`config.mk`:
```
export PLATFORM = sky130hd
export DESIGN_NAME = pkg_gen_flat
export DESIGN_NICKNAME = d
export VERILOG_FILES = /design/src/rtl/pkg_gen_if.sv /design/src/rtl/pkg_gen.sv /design/src/flat_wrapper.sv
export SDC_FILE = /design/constraint.sdc
export NUM_CORES = 1
export LEC_CHECK = 0
export BUFFER_PORTS_ARGS = -buffer_cell sky130_fd_sc_hd__clkbuf_2
export CAP_MARGIN = 15
export CORE_AREA = 2 2 279 281
export CTS_CLUSTER_SIZE = 10
export DETAILED_ROUTE_END_ITERATION = 6
export DIE_AREA = 0 0 281 283
export PLACE_DENSITY_LB_ADDON = 0.3
export SYNTH_ARGS = -nofsm -noshare
export SYNTH_HDL_FRONTEND = slang
export SYNTH_SLANG_ARGS = --single-unit
export TNS_END_PERCENT = 30
```
`constraint.sdc`:
```
create_clock -name clock -period 9.15 [get_ports clock]
set_input_delay 1.3725 -clock clock [delete_from_list [all_inputs] [get_ports clock]]
set_output_delay 1.3725 -clock clock [all_outputs]
set_load 0.02 [all_outputs]
```
`src/rtl/pkg_gen_if.sv`:
```
// Packet stream bundle between a packet sender and its consumer.
// The master drives beats, the slave answers with ready.
interface pkg_gen_if #(
  parameter int DATA_W = 512
);
  logic                  io_data_out_valid;
  logic                  io_data_out_ready;
  logic [DATA_W-1:0]     io_data_out_bits_data;
  logic [DATA_W/8-1:0]   io_data_out_bits_keep;
  logic                  io_data_out_bits_last;

  modport master (
    output io_data_out_valid,
    output io_data_out_bits_data,
    output io_data_out_bits_keep,
    output io_data_out_bits_last,
    input  io_data_out_ready
  );

  modport slave (
    input  io_data_out_valid,
    input  io_data_out_bits_data,
    input  io_data_out_bits_keep,
    input  io_data_out_bits_last,
    output io_data_out_ready
  );
endinterface

```
`src/rtl/pkg_gen.sv`:
```
// Packet generator: emits runs of fixed-length packets with a header beat
// (seq, send timestamp, queue id) and a programmable idle gap between packets.
module pkg_gen #(
  parameter int DATA_W = 512,
  parameter int TS_W   = 32
) (
  input  logic        clock,
  input  logic        reset,
  input  logic        io_start,
  input  logic [31:0] io_pkg_num,
  input  logic [15:0] io_pkg_len,
  input  logic [31:0] io_idle_cycle,
  input  logic [23:0] io_qp_id,
  pkg_gen_if.master   data_out,
  output logic        io_busy,
  output logic        io_done,
  output logic [31:0] io_sent_cnt
);

  typedef enum logic [1:0] {S_IDLE, S_SEND, S_GAP, S_DONE} state_t;

  state_t            state_q, state_d;
  logic [TS_W-1:0]   ts_q;
  logic [31:0]       seq_q, seq_d;
  logic [31:0]       sent_q, sent_d;
  logic [31:0]       gap_q, gap_d;
  logic [15:0]       beat_q, beat_d;

  logic [31:0]       num_q, idle_q;
  logic [15:0]       len_q;
  logic [23:0]       qp_q;
  logic [TS_W-1:0]   hts_q;

  logic              cfg_load, hdr_load;
  logic              last_beat, fire;
  logic [DATA_W-1:0] data_o;

  assign last_beat = (beat_q == 16'(len_q - 16'd1));
  assign fire      = (state_q == S_SEND) && data_out.io_data_out_ready;

  always_comb begin
    state_d  = state_q;
    seq_d    = seq_q;
    sent_d   = sent_q;
    gap_d    = gap_q;
    beat_d   = beat_q;
    cfg_load = 1'b0;
    hdr_load = 1'b0;
    case (state_q)
      S_IDLE: begin
        if (io_start) begin
          if (io_pkg_num == 32'd0) begin
            state_d = S_DONE;
          end else begin
            cfg_load = 1'b1;
            hdr_load = 1'b1;
            sent_d   = 32'd0;
            seq_d    = 32'd0;
            beat_d   = 16'd0;
            state_d  = S_SEND;
          end
        end
      end
      S_SEND: begin
        if (fire) begin
          if (!last_beat) begin
            beat_d = beat_q + 16'd1;
          end else begin
            sent_d = sent_q + 32'd1;
            seq_d  = seq_q + 32'd1;
            beat_d = 16'd0;
            if (sent_q + 32'd1 == num_q) begin
              state_d = S_DONE;
            end else if (idle_q == 32'd0) begin
              hdr_load = 1'b1;
            end else begin
              gap_d   = idle_q;
              state_d = S_GAP;
            end
          end
        end
      end
      S_GAP: begin
        if (gap_q <= 32'd1) begin
          hdr_load = 1'b1;
          state_d  = S_SEND;
        end else begin
          gap_d = gap_q - 32'd1;
        end
      end
      S_DONE: state_d = S_IDLE;
      default: state_d = S_IDLE;
    endcase
  end

  always_ff @(posedge clock or posedge reset) begin
    if (reset) begin
      state_q <= S_IDLE;
      ts_q    <= '0;
      seq_q   <= 32'd0;
      sent_q  <= 32'd0;
      gap_q   <= 32'd0;
      beat_q  <= 16'd0;
    end else begin
      state_q <= state_d;
      ts_q    <= ts_q + TS_W'(1);
      seq_q   <= seq_d;
      sent_q  <= sent_d;
      gap_q   <= gap_d;
      beat_q  <= beat_d;
    end
  end

  // Header timestamp is captured one cycle early as ts+1, i.e. the value seen
  // in the cycle the header first becomes valid, and then held through stalls.
  always_ff @(posedge clock) begin
    if (cfg_load) begin
      num_q  <= io_pkg_num;
      len_q  <= (io_pkg_len == 16'd0) ? 16'd1 : io_pkg_len;
      idle_q <= io_idle_cycle;
      qp_q   <= io_qp_id;
    end
    if (hdr_load) hts_q <= ts_q + TS_W'(1);
  end

  always_comb begin
    data_o = '0;
    if (state_q == S_SEND) begin
      data_o[31:0] = seq_q;
      if (beat_q == 16'd0) begin
        data_o[63:32]  = 32'(hts_q);
        data_o[87:64]  = qp_q;
        data_o[103:88] = len_q;
      end else begin
        data_o[47:32] = beat_q;
      end
    end
  end

  assign data_out.io_data_out_valid     = (state_q == S_SEND);
  assign data_out.io_data_out_bits_data = data_o;
  assign data_out.io_data_out_bits_keep = '1;
  assign data_out.io_data_out_bits_last = (state_q == S_SEND) && last_beat;
  assign io_busy     = (state_q != S_IDLE);
  assign io_done     = (state_q == S_DONE);
  assign io_sent_cnt = sent_q;

endmodule

```
`src/flat_wrapper.sv`:
```
// flat-port wrapper written by rule: the top's interface ports become plain ports
module pkg_gen_flat 
#(
  parameter int DATA_W = 512,
  parameter int TS_W   = 32
)
  (clock, reset, io_start, io_pkg_num, io_pkg_len, io_idle_cycle, io_qp_id, io_busy, io_done, io_sent_cnt, data_out_io_data_out_valid, data_out_io_data_out_bits_data, data_out_io_data_out_bits_keep, data_out_io_data_out_bits_last, data_out_io_data_out_ready);
  pkg_gen_if #(.DATA_W(DATA_W)) data_out_i ();
  input  logic clock;
  input  logic reset;
  input  logic io_start;
  input  logic [31:0] io_pkg_num;
  input  logic [15:0] io_pkg_len;
  input  logic [31:0] io_idle_cycle;
  input  logic [23:0] io_qp_id;
  output logic io_busy;
  output logic io_done;
  output logic [31:0] io_sent_cnt;
  output wire logic [$bits(data_out_i.io_data_out_valid)-1:0] data_out_io_data_out_valid;
  output wire logic [$bits(data_out_i.io_data_out_bits_data)-1:0] data_out_io_data_out_bits_data;
  output wire logic [$bits(data_out_i.io_data_out_bits_keep)-1:0] data_out_io_data_out_bits_keep;
  output wire logic [$bits(data_out_i.io_data_out_bits_last)-1:0] data_out_io_data_out_bits_last;
  input wire logic [$bits(data_out_i.io_data_out_ready)-1:0] data_out_io_data_out_ready;
  assign data_out_io_data_out_valid = data_out_i.io_data_out_valid;
  assign data_out_io_data_out_bits_data = data_out_i.io_data_out_bits_data;
  assign data_out_io_data_out_bits_keep = data_out_i.io_data_out_bits_keep;
  assign data_out_io_data_out_bits_last = data_out_i.io_data_out_bits_last;
  assign data_out_i.io_data_out_ready = data_out_io_data_out_ready;
  pkg_gen #(.DATA_W(DATA_W), .TS_W(TS_W)) u_core (.clock(clock), .reset(reset), .io_start(io_start), .io_pkg_num(io_pkg_num), .io_pkg_len(io_pkg_len), .io_idle_cycle(io_idle_cycle), .io_qp_id(io_qp_id), .data_out(data_out_i), .io_busy(io_busy), .io_done(io_done), .io_sent_cnt(io_sent_cnt));
endmodule
```
==> reports/qor.csv, run 1 <==
stage;metric;value;unit
detailed_routing;DR pass1 iterations;5;
clocking;Hold-fix buffers, CTS;0;
power;pwr dens;177;nW/µm²
global_routing;Overflow after GRT;0;
floorplan;Die X;281;µm
floorplan;Die H;283;µm
setup_path;CP Data Required Time;7.78;ns
detailed_routing;DRC viols;0;
clocking;H-tree Lvls;2;
logic_synthesis;Seq/Total Area, Yosys;42.9;%
sta;Min Hold Slack;0.494;ns
global_routing;antenna violations before repair;4;
power;Worst IR Drop VDD;0.139;mV
clocking;Root Driver;clkbuf_16;
finish;# fillers;8209;
detailed_routing;vias per cell;4.08;
placed_design;pre-CTS setup slack;4.22;ns
logic_synthesis;Unique masters post-synth;65;
clocking;Reg clk slew, reported paths;0.05;ns
detailed_routing;Starting DRT DRC Count;719;
detailed_routing;Max Used Layer;met5;
detailed_routing;via count;12986;
setup_path;Worst setup EP type;output pin;
logic_synthesis;#FFs+latches synth;282;
detailed_routing;post-route antenna net violation count;0;
global_routing;number of global-route vias before repair;12104;
setup_path;critical path fanouts, max;12;
floorplan;FP Rows;102;
logic_synthesis;ys async rst share;51.8;%
hold_path;Hold WC Path Type;flip-flop to flip-flop;
sta;Max Clock Skew;0.0372;ns
logic_synthesis;Yosys warning count;0;
sta;Fin. Hold Viols;0;
sta;Max Clock Freq;0.196;GHz
finish;area delta synth->final;10.2;%
logic_synthesis;Synth top area share;22.6;%
finish;Finished Cell Area;19900;µm²
logic_synthesis;Synth Area per Inst;9.48;µm²
sta;setup violators final;0;
sta;Max transition margin;28.0;%
global_routing;first-pass GRT wire length;77.5;mm
clocking;CTS tree;built;
logic_synthesis;leading cell types by count after synthesis;buf_4 (473), dfrtp_1 (146), edfxtp_1 (136), nor2_1 (115), nand2_1 (102);
placed_design;Post-DP Area;18600;µm²
sta;worst-margin pin slew;1.08;ns
clocking;clock sink count;282;
detailed_routing;WL met3;4.25;mm
placed_design;GP Congestion;0.812;
outcome;outcome;completed;
clocking;clk buf depth;3;
finish;fraction of layout cells with a size suffix above 1;16.4;%
logic_synthesis;Post-Synthesis Cells;1903;
setup_path;crit start category;flip-flop;
sta;Slew Viols, Final;0;
setup_path;Worst Path Arrival;3.73;ns
finish;Layout Nets;2227;
sta;slack of the critical path;4.05;ns
clocking;Clk Latency, worst-skew pair;0.58;ns
logic_synthesis;EDFF count, synth;136;
sta;fin crit share;55.8;%
detailed_routing;final wirelength;52.4;mm
sta;total negative setup slack;0;ns
logic_synthesis;Mapped Area;18000;µm²
clocking;setup bufs post-CTS;0;
floorplan;core area;76700;µm²
finish;# diodes;0;
placed_design;Port Buf Inserts;247;
detailed_routing;DR WL/cell;16.5;µm
power;Power, Total;3.53;mW
logic_synthesis;most frequent cell after synthesis;buf_4;
logic_synthesis;Yosys top cell by area;edfxtp_1;
setup_path;CP Class;flip-flop to output pin;
placed_design;dpl hpwl;38.3;mm
floorplan;Ports;720;
logic_synthesis;Synth Flop Type;dfrtp_1;
sta;post-layout min period;5.10;ns
power;static leakage;8.85;nW
detailed_routing;M1 WL;23.1;mm
floorplan;initial core utilization;23.5;%
clocking;Post-CTS Resized;0;
detailed_routing;WL met2;24.0;mm
global_routing;largest net degree at the start of global routing;97;
floorplan;Die ar.;79500;µm²
sta;unrepaired setup endpoints after global routing;no;
clocking;CTS Buf Count;40;
job;max cap viols;0;
global_routing;GRT Overall Usage;12.6;%
logic_synthesis;Synth area leaders;edfxtp_1 (23%), dfrtp_1 (20%), buf_4 (20%), xnor2_1 (3.4%), and3_1 (2.8%);
[through the flow]
stage | instances | utilization (%)
2_1_floorplan | 2373 | -
3_3_place_gp | 3107 | 24.2
3_5_place_dp | 3109 | 24.2
4_1_cts | 3181 | 25.9
5_1_grt | 3181 | 25.9
6_report | 3181 | 25.9
[cells in the final DEF (no fill, tap or decap), types with 55 or more instances in the layout]
cell type,instances
nand4_1,55
conb_1,472
and3_1,80
nand2_1,102
xor2_1,56
nand3_1,82
clkbuf_2,247
dfrtp_1,146
nor2_1,114
edfxtp_1,136
xnor2_1,71
o21ai_0,72
[area by class of cell]
type | instances | area (µm²) | share of cell area, %
clock buffer | 55 | 1080 | 5.42
inverter | 26 | 103 | 0.516
clock inverter | 17 | 231 | 1.16
sequential | 282 | 7740 | 38.9
tap | 1040 | 1300 | 6.54
multi-input combinational | 1492 | 8040 | 40.4
timing repair buffer | 269 | 1400 | 7.02
[worst paths after layout]
kind	start	end	slack (ns)	depth (start not counted)
max in group asynchronous	reset	u_core.io_sent_cnt[15]$_DFFE_PP0P_	6.51	4
worst min-delay path	u_core.ts_q[31]$_DFF_PP0_	u_core.ts_q[31]$_DFF_PP0_	0.49	1
worst min register to register	u_core.ts_q[31]$_DFF_PP0_	u_core.ts_q[31]$_DFF_PP0_	0.49	1
min in group asynchronous	reset	u_core.seq_q[10]$_DFFE_PP0P_	0.90	2
worst max register to register	u_core.io_sent_cnt[10]$_DFFE_PP0P_	u_core.gap_q[11]$_DFFE_PP0P_	4.24	9
worst max-delay path	u_core.len_q[0]$_SDFFCE_PN1P_	data_out_io_data_out_bits_last	4.05	10
[power breakdown]
part,switching (mW),internal (mW),leakage [nW]
combinational,0.412,0.134,5.05
sequential,0.0604,1.37,3.17
clock,0.630,0.923,0.626
total,1.10,2.42,8.85
[routing by layer]
| layer | vias up | global-route usage, % |
|---|---|---|
| li1 | 6130 | - |
| met1 | 6238 | 16.9 |
| met2 | 545 | 20.0 |
| met3 | 65 | 3.64 |
| met4 | 8 | 2.99 |
| met5 | - | 0 |
[cell families (layout without fill, tap and decap cells)]
kind of cell | count (synthesis) | count (layout) | share of synthesized area, %
AOI/OAI and AO/OA | 234 | 234 | 8.09
other | 2 | 472 | 0.0416
xor gates and xnor gates | 127 | 127 | 6.17
and+or+nand+nor | 641 | 641 | 19.2
DFF | 282 | 282 | 42.9
muxes | 10 | 10 | 0.576
adders and majority gates | 8 | 8 | 0.555
buffers and inverters | 599 | 367 | 22.5
[registers in the layout, indices dropped and copies added (netlist names)]
name / cells
u_core.beat_q: 16
u_core.state_q: 2
u_core.hts_q: 32
u_core.ts_q: 32
u_core.io_sent_cnt: 32
u_core.gap_q: 32
u_core.num_q: 32
u_core.len_q: 16
u_core.seq_q: 32
u_core.qp_q: 24
u_core.idle_q: 32
[worst max-delay path: stages (launching register included)]
cell and delay (ns):
edfxtp_1 0.47, inv_1 0.07, ha_1 0.22, nor2b_1 0.20, or3_1 0.36, a31oi_1 0.18, nand4_1 0.17, or4_1 0.62
or2_1 0.42, nor2_1 0.20, clkbuf_2 0.23
(Power assumes the default switching activity.)
==> run 2: changes to the inputs <==
==> constraint.sdc (replaced) <==
create_clock -name clock -period 4.8 [get_ports clock]
set_input_delay 0.72 -clock clock [delete_from_list [all_inputs] [get_ports clock]]
set_output_delay 0.72 -clock clock [all_outputs]
set_load 0.02 [all_outputs]
==> run 2 against run 1 <==
Effect of this change:
- core utilization increased by 0.073 points
- largest cell class unchanged
- sequential cell count unchanged
- clock power increased by 85%
- combinational power increased by 92%
- final cell count increased by 0.41%
- hold slack got worse by 0.18 ns
- setup slack got worse by 3.6 ns
- die area unchanged
- critical endpoint unchanged
- register-to-register slack got worse by 3.6 ns
- sequential power increased by 90%
- critical path depth unchanged
==> reports/qor.csv, run 2 (synthesized netlist as in run 1, its figures left out) <==
stage;metric;value;unit;change
sta;Min Hold Slack;0.311;ns;was 0.494 ns
setup_path;crit start category;flip-flop;;unchanged
sta;Max transition margin;29.5;%;was 28.0%
power;pwr dens;333;nW/µm²;was 177 nW/µm²
clocking;Hold-fix buffers, CTS;0;;unchanged
clocking;CTS Buf Count;39;;was 40
power;static leakage;8.89;nW;was 8.85 nW
global_routing;GR peak layer;met2;;unchanged
finish;commonest non-fill, non-tap cell in the layout;conb_1;;unchanged
detailed_routing;final wirelength;53.0;mm;was 52.4 mm
placed_design;Port Buf Inserts;247;;unchanged
clocking;CTS tree;built;;unchanged
placed_design;GP Congestion;0.776;;was 0.812
sta;setup violators final;0;;unchanged
floorplan;Die X;281;µm;unchanged
sta;Max Clock Freq;0.229;GHz;
finish;final core utilization;26.0;%;was 25.9%
global_routing;first-pass GRT wire length;79.0;mm;was 77.5 mm
clocking;clock sink count;282;;unchanged
detailed_routing;vias per cell;4.10;;was 4.08
clocking;H-tree Lvls;2;;unchanged
setup_path;Worst Path Arrival;3.66;ns;was 3.73 ns
clocking;clk buf depth;3;;unchanged
global_routing;Overflow after GRT;0;;unchanged
clocking;Reg clk slew, reported paths;0.06;ns;was 0.05 ns
detailed_routing;Starting DRT DRC Count;660;;was 719
sta;unrepaired setup endpoints after global routing;no;;unchanged
placed_design;dpl hpwl;39.5;mm;was 38.3 mm
floorplan;Die ar.;79500;µm²;unchanged
floorplan;initial core utilization;23.5;%;unchanged
global_routing;met3 global-route usage;3.60;%;was 3.64%
floorplan;FP Rows;102;;unchanged
finish;commonest non-fill, non-tap cells in the layout;conb_1 (472), clkbuf_2 (247), dfrtp_1 (146);;unchanged
finish;# fillers;8205;;was 8209
global_routing;GR Util met1;17.5;%;was 16.9%
power;Power, Total;6.64;mW;was 3.53 mW
global_routing;antenna violations before repair;3;;was 4
sta;total negative setup slack;0;ns;unchanged
setup_path;CP Data Required Time;4.08;ns;was 7.78 ns
detailed_routing;DR WL/cell;16.6;µm;was 16.5 µm
power;Worst IR Drop VDD;0.283;mV;was 0.139 mV
setup_path;CP Class;flip-flop to output pin;;unchanged
detailed_routing;via count;13111;;was 13.0k
setup_path;Worst setup EP type;output pin;;unchanged
sta;fin crit share;91.2;%;
sta;worst-margin pin slew;1.06;ns;was 1.08 ns
sta;post-layout min period;4.38;ns;
finish;Layout Nets;2239;;was 2227
detailed_routing;DR pass1 iterations;5;;unchanged
detailed_routing;DRC viols;0;;unchanged
sta;Fin. Hold Viols;0;;unchanged
finish;fraction of layout cells with a size suffix above 1;16.9;%;was 16.4%
hold_path;Hold WC Path Type;input port to asynchronous set/reset pin;;was flip-flop to flip-flop
sta;Max Clock Skew;0.0329;ns;was 0.0372 ns
job;max cap viols;0;;unchanged
outcome;outcome;completed;;unchanged
clocking;Root Driver;clkbuf_16;;unchanged
global_routing;GRT Overall Usage;12.9;%;was 12.6%
finish;# diodes;0;;unchanged
floorplan;Ports;720;;unchanged
floorplan;core area;76700;µm²;unchanged
setup_path;critical path fanouts, max;12;;unchanged
global_routing;GR Util met2;20.2;%;was 20.0%
global_routing;number of global-route vias before repair;12218;;was 12.1k
finish;area delta synth->final;10.6;%;was 10.2%
global_routing;largest net degree at the start of global routing;96;;was 97
clocking;Post-CTS Resized;0;;unchanged
clocking;Clk Latency, worst-skew pair;0.58;ns;about the same
detailed_routing;post-route antenna net violation count;0;;unchanged
placed_design;placed cell count;3122;;was 3109
floorplan;Die H;283;µm;unchanged
clocking;setup bufs post-CTS;0;;unchanged
finish;fin cells;3194;;was 3181
sta;Slew Viols, Final;0;;unchanged
==> run 2: critical path, cell delays in order (launching register included) <==
cell      delay [ns]
edfxtp_1        0.46
inv_1           0.09
ha_1            0.17
nor2b_1         0.41
nand4_1         0.18
xnor2_1         0.18
nand4_1         0.14
or4_1           0.61
or2_1           0.43
nor2_1          0.17
clkbuf_2        0.22
==> run 2: per-stage QoR <==
stage / setup WS, ns / cell area, µm²
global placement: 0.543 / 18700
global route: 0.110 / 19900
finish: 0.424 / 19900
CTS: 0.358 / 19900
detailed placement: 0.498 / 18700
floorplan: 0.0704 / 19800
==> run 2: report_power, final <==
part / leakage [nW] / switching (mW) / internal, mW
clock: 0.601 / 1.19 / 1.67
sequential: 3.17 / 0.120 / 2.61
combinational: 5.11 / 0.794 / 0.259
==> run 2: metal layers <==
layer	share of wire (%)	routed length [µm]	vias up
li1	-	-	6166
met1	44	23300	6310
met2	46	24200	563
met3	8.4	4470	68
met4	2.0	1040	4
met5	0.045	24	-
==> run 2: final timing paths <==
path | startpoint | endpoint | slack [ns] | depth (start not counted)
max | u_core.len_q[0]$_SDFFCE_PN1P_ | data_out_io_data_out_bits_last | 0.42 | 10
min | reset | u_core.seq_q[8]$_DFFE_PP0P_ | 0.31 | 2
max reg2reg | u_core.io_sent_cnt[10]$_DFFE_PP0P_ | u_core.hts_q[18]$_DFFE_PP_ | 0.60 | 10
min reg2reg | u_core.ts_q[31]$_DFF_PP0_ | u_core.ts_q[31]$_DFF_PP0_ | 0.48 | 1
max in group asynchronous | reset | u_core.io_sent_cnt[17]$_DFFE_PP0P_ | 3.39 | 3
min in group clock | io_qp_id[1] | u_core.qp_q[1]$_DFFE_PP_ | 0.31 | 1
==> run 2: layout make-up <==
| class | instances | area (µm²) | share of cell area (%) |
|---|---|---|---|
| clock buffer | 56 | 1060 | 5.32 |
| clock inverter | 16 | 201 | 1.01 |
| multi-input combinational | 1492 | 8040 | 40.3 |
| tap | 1040 | 1300 | 6.53 |
| timing repair buffer | 282 | 1490 | 7.49 |
| sequential | 282 | 7740 | 38.8 |
| inverter | 26 | 103 | 0.515 |
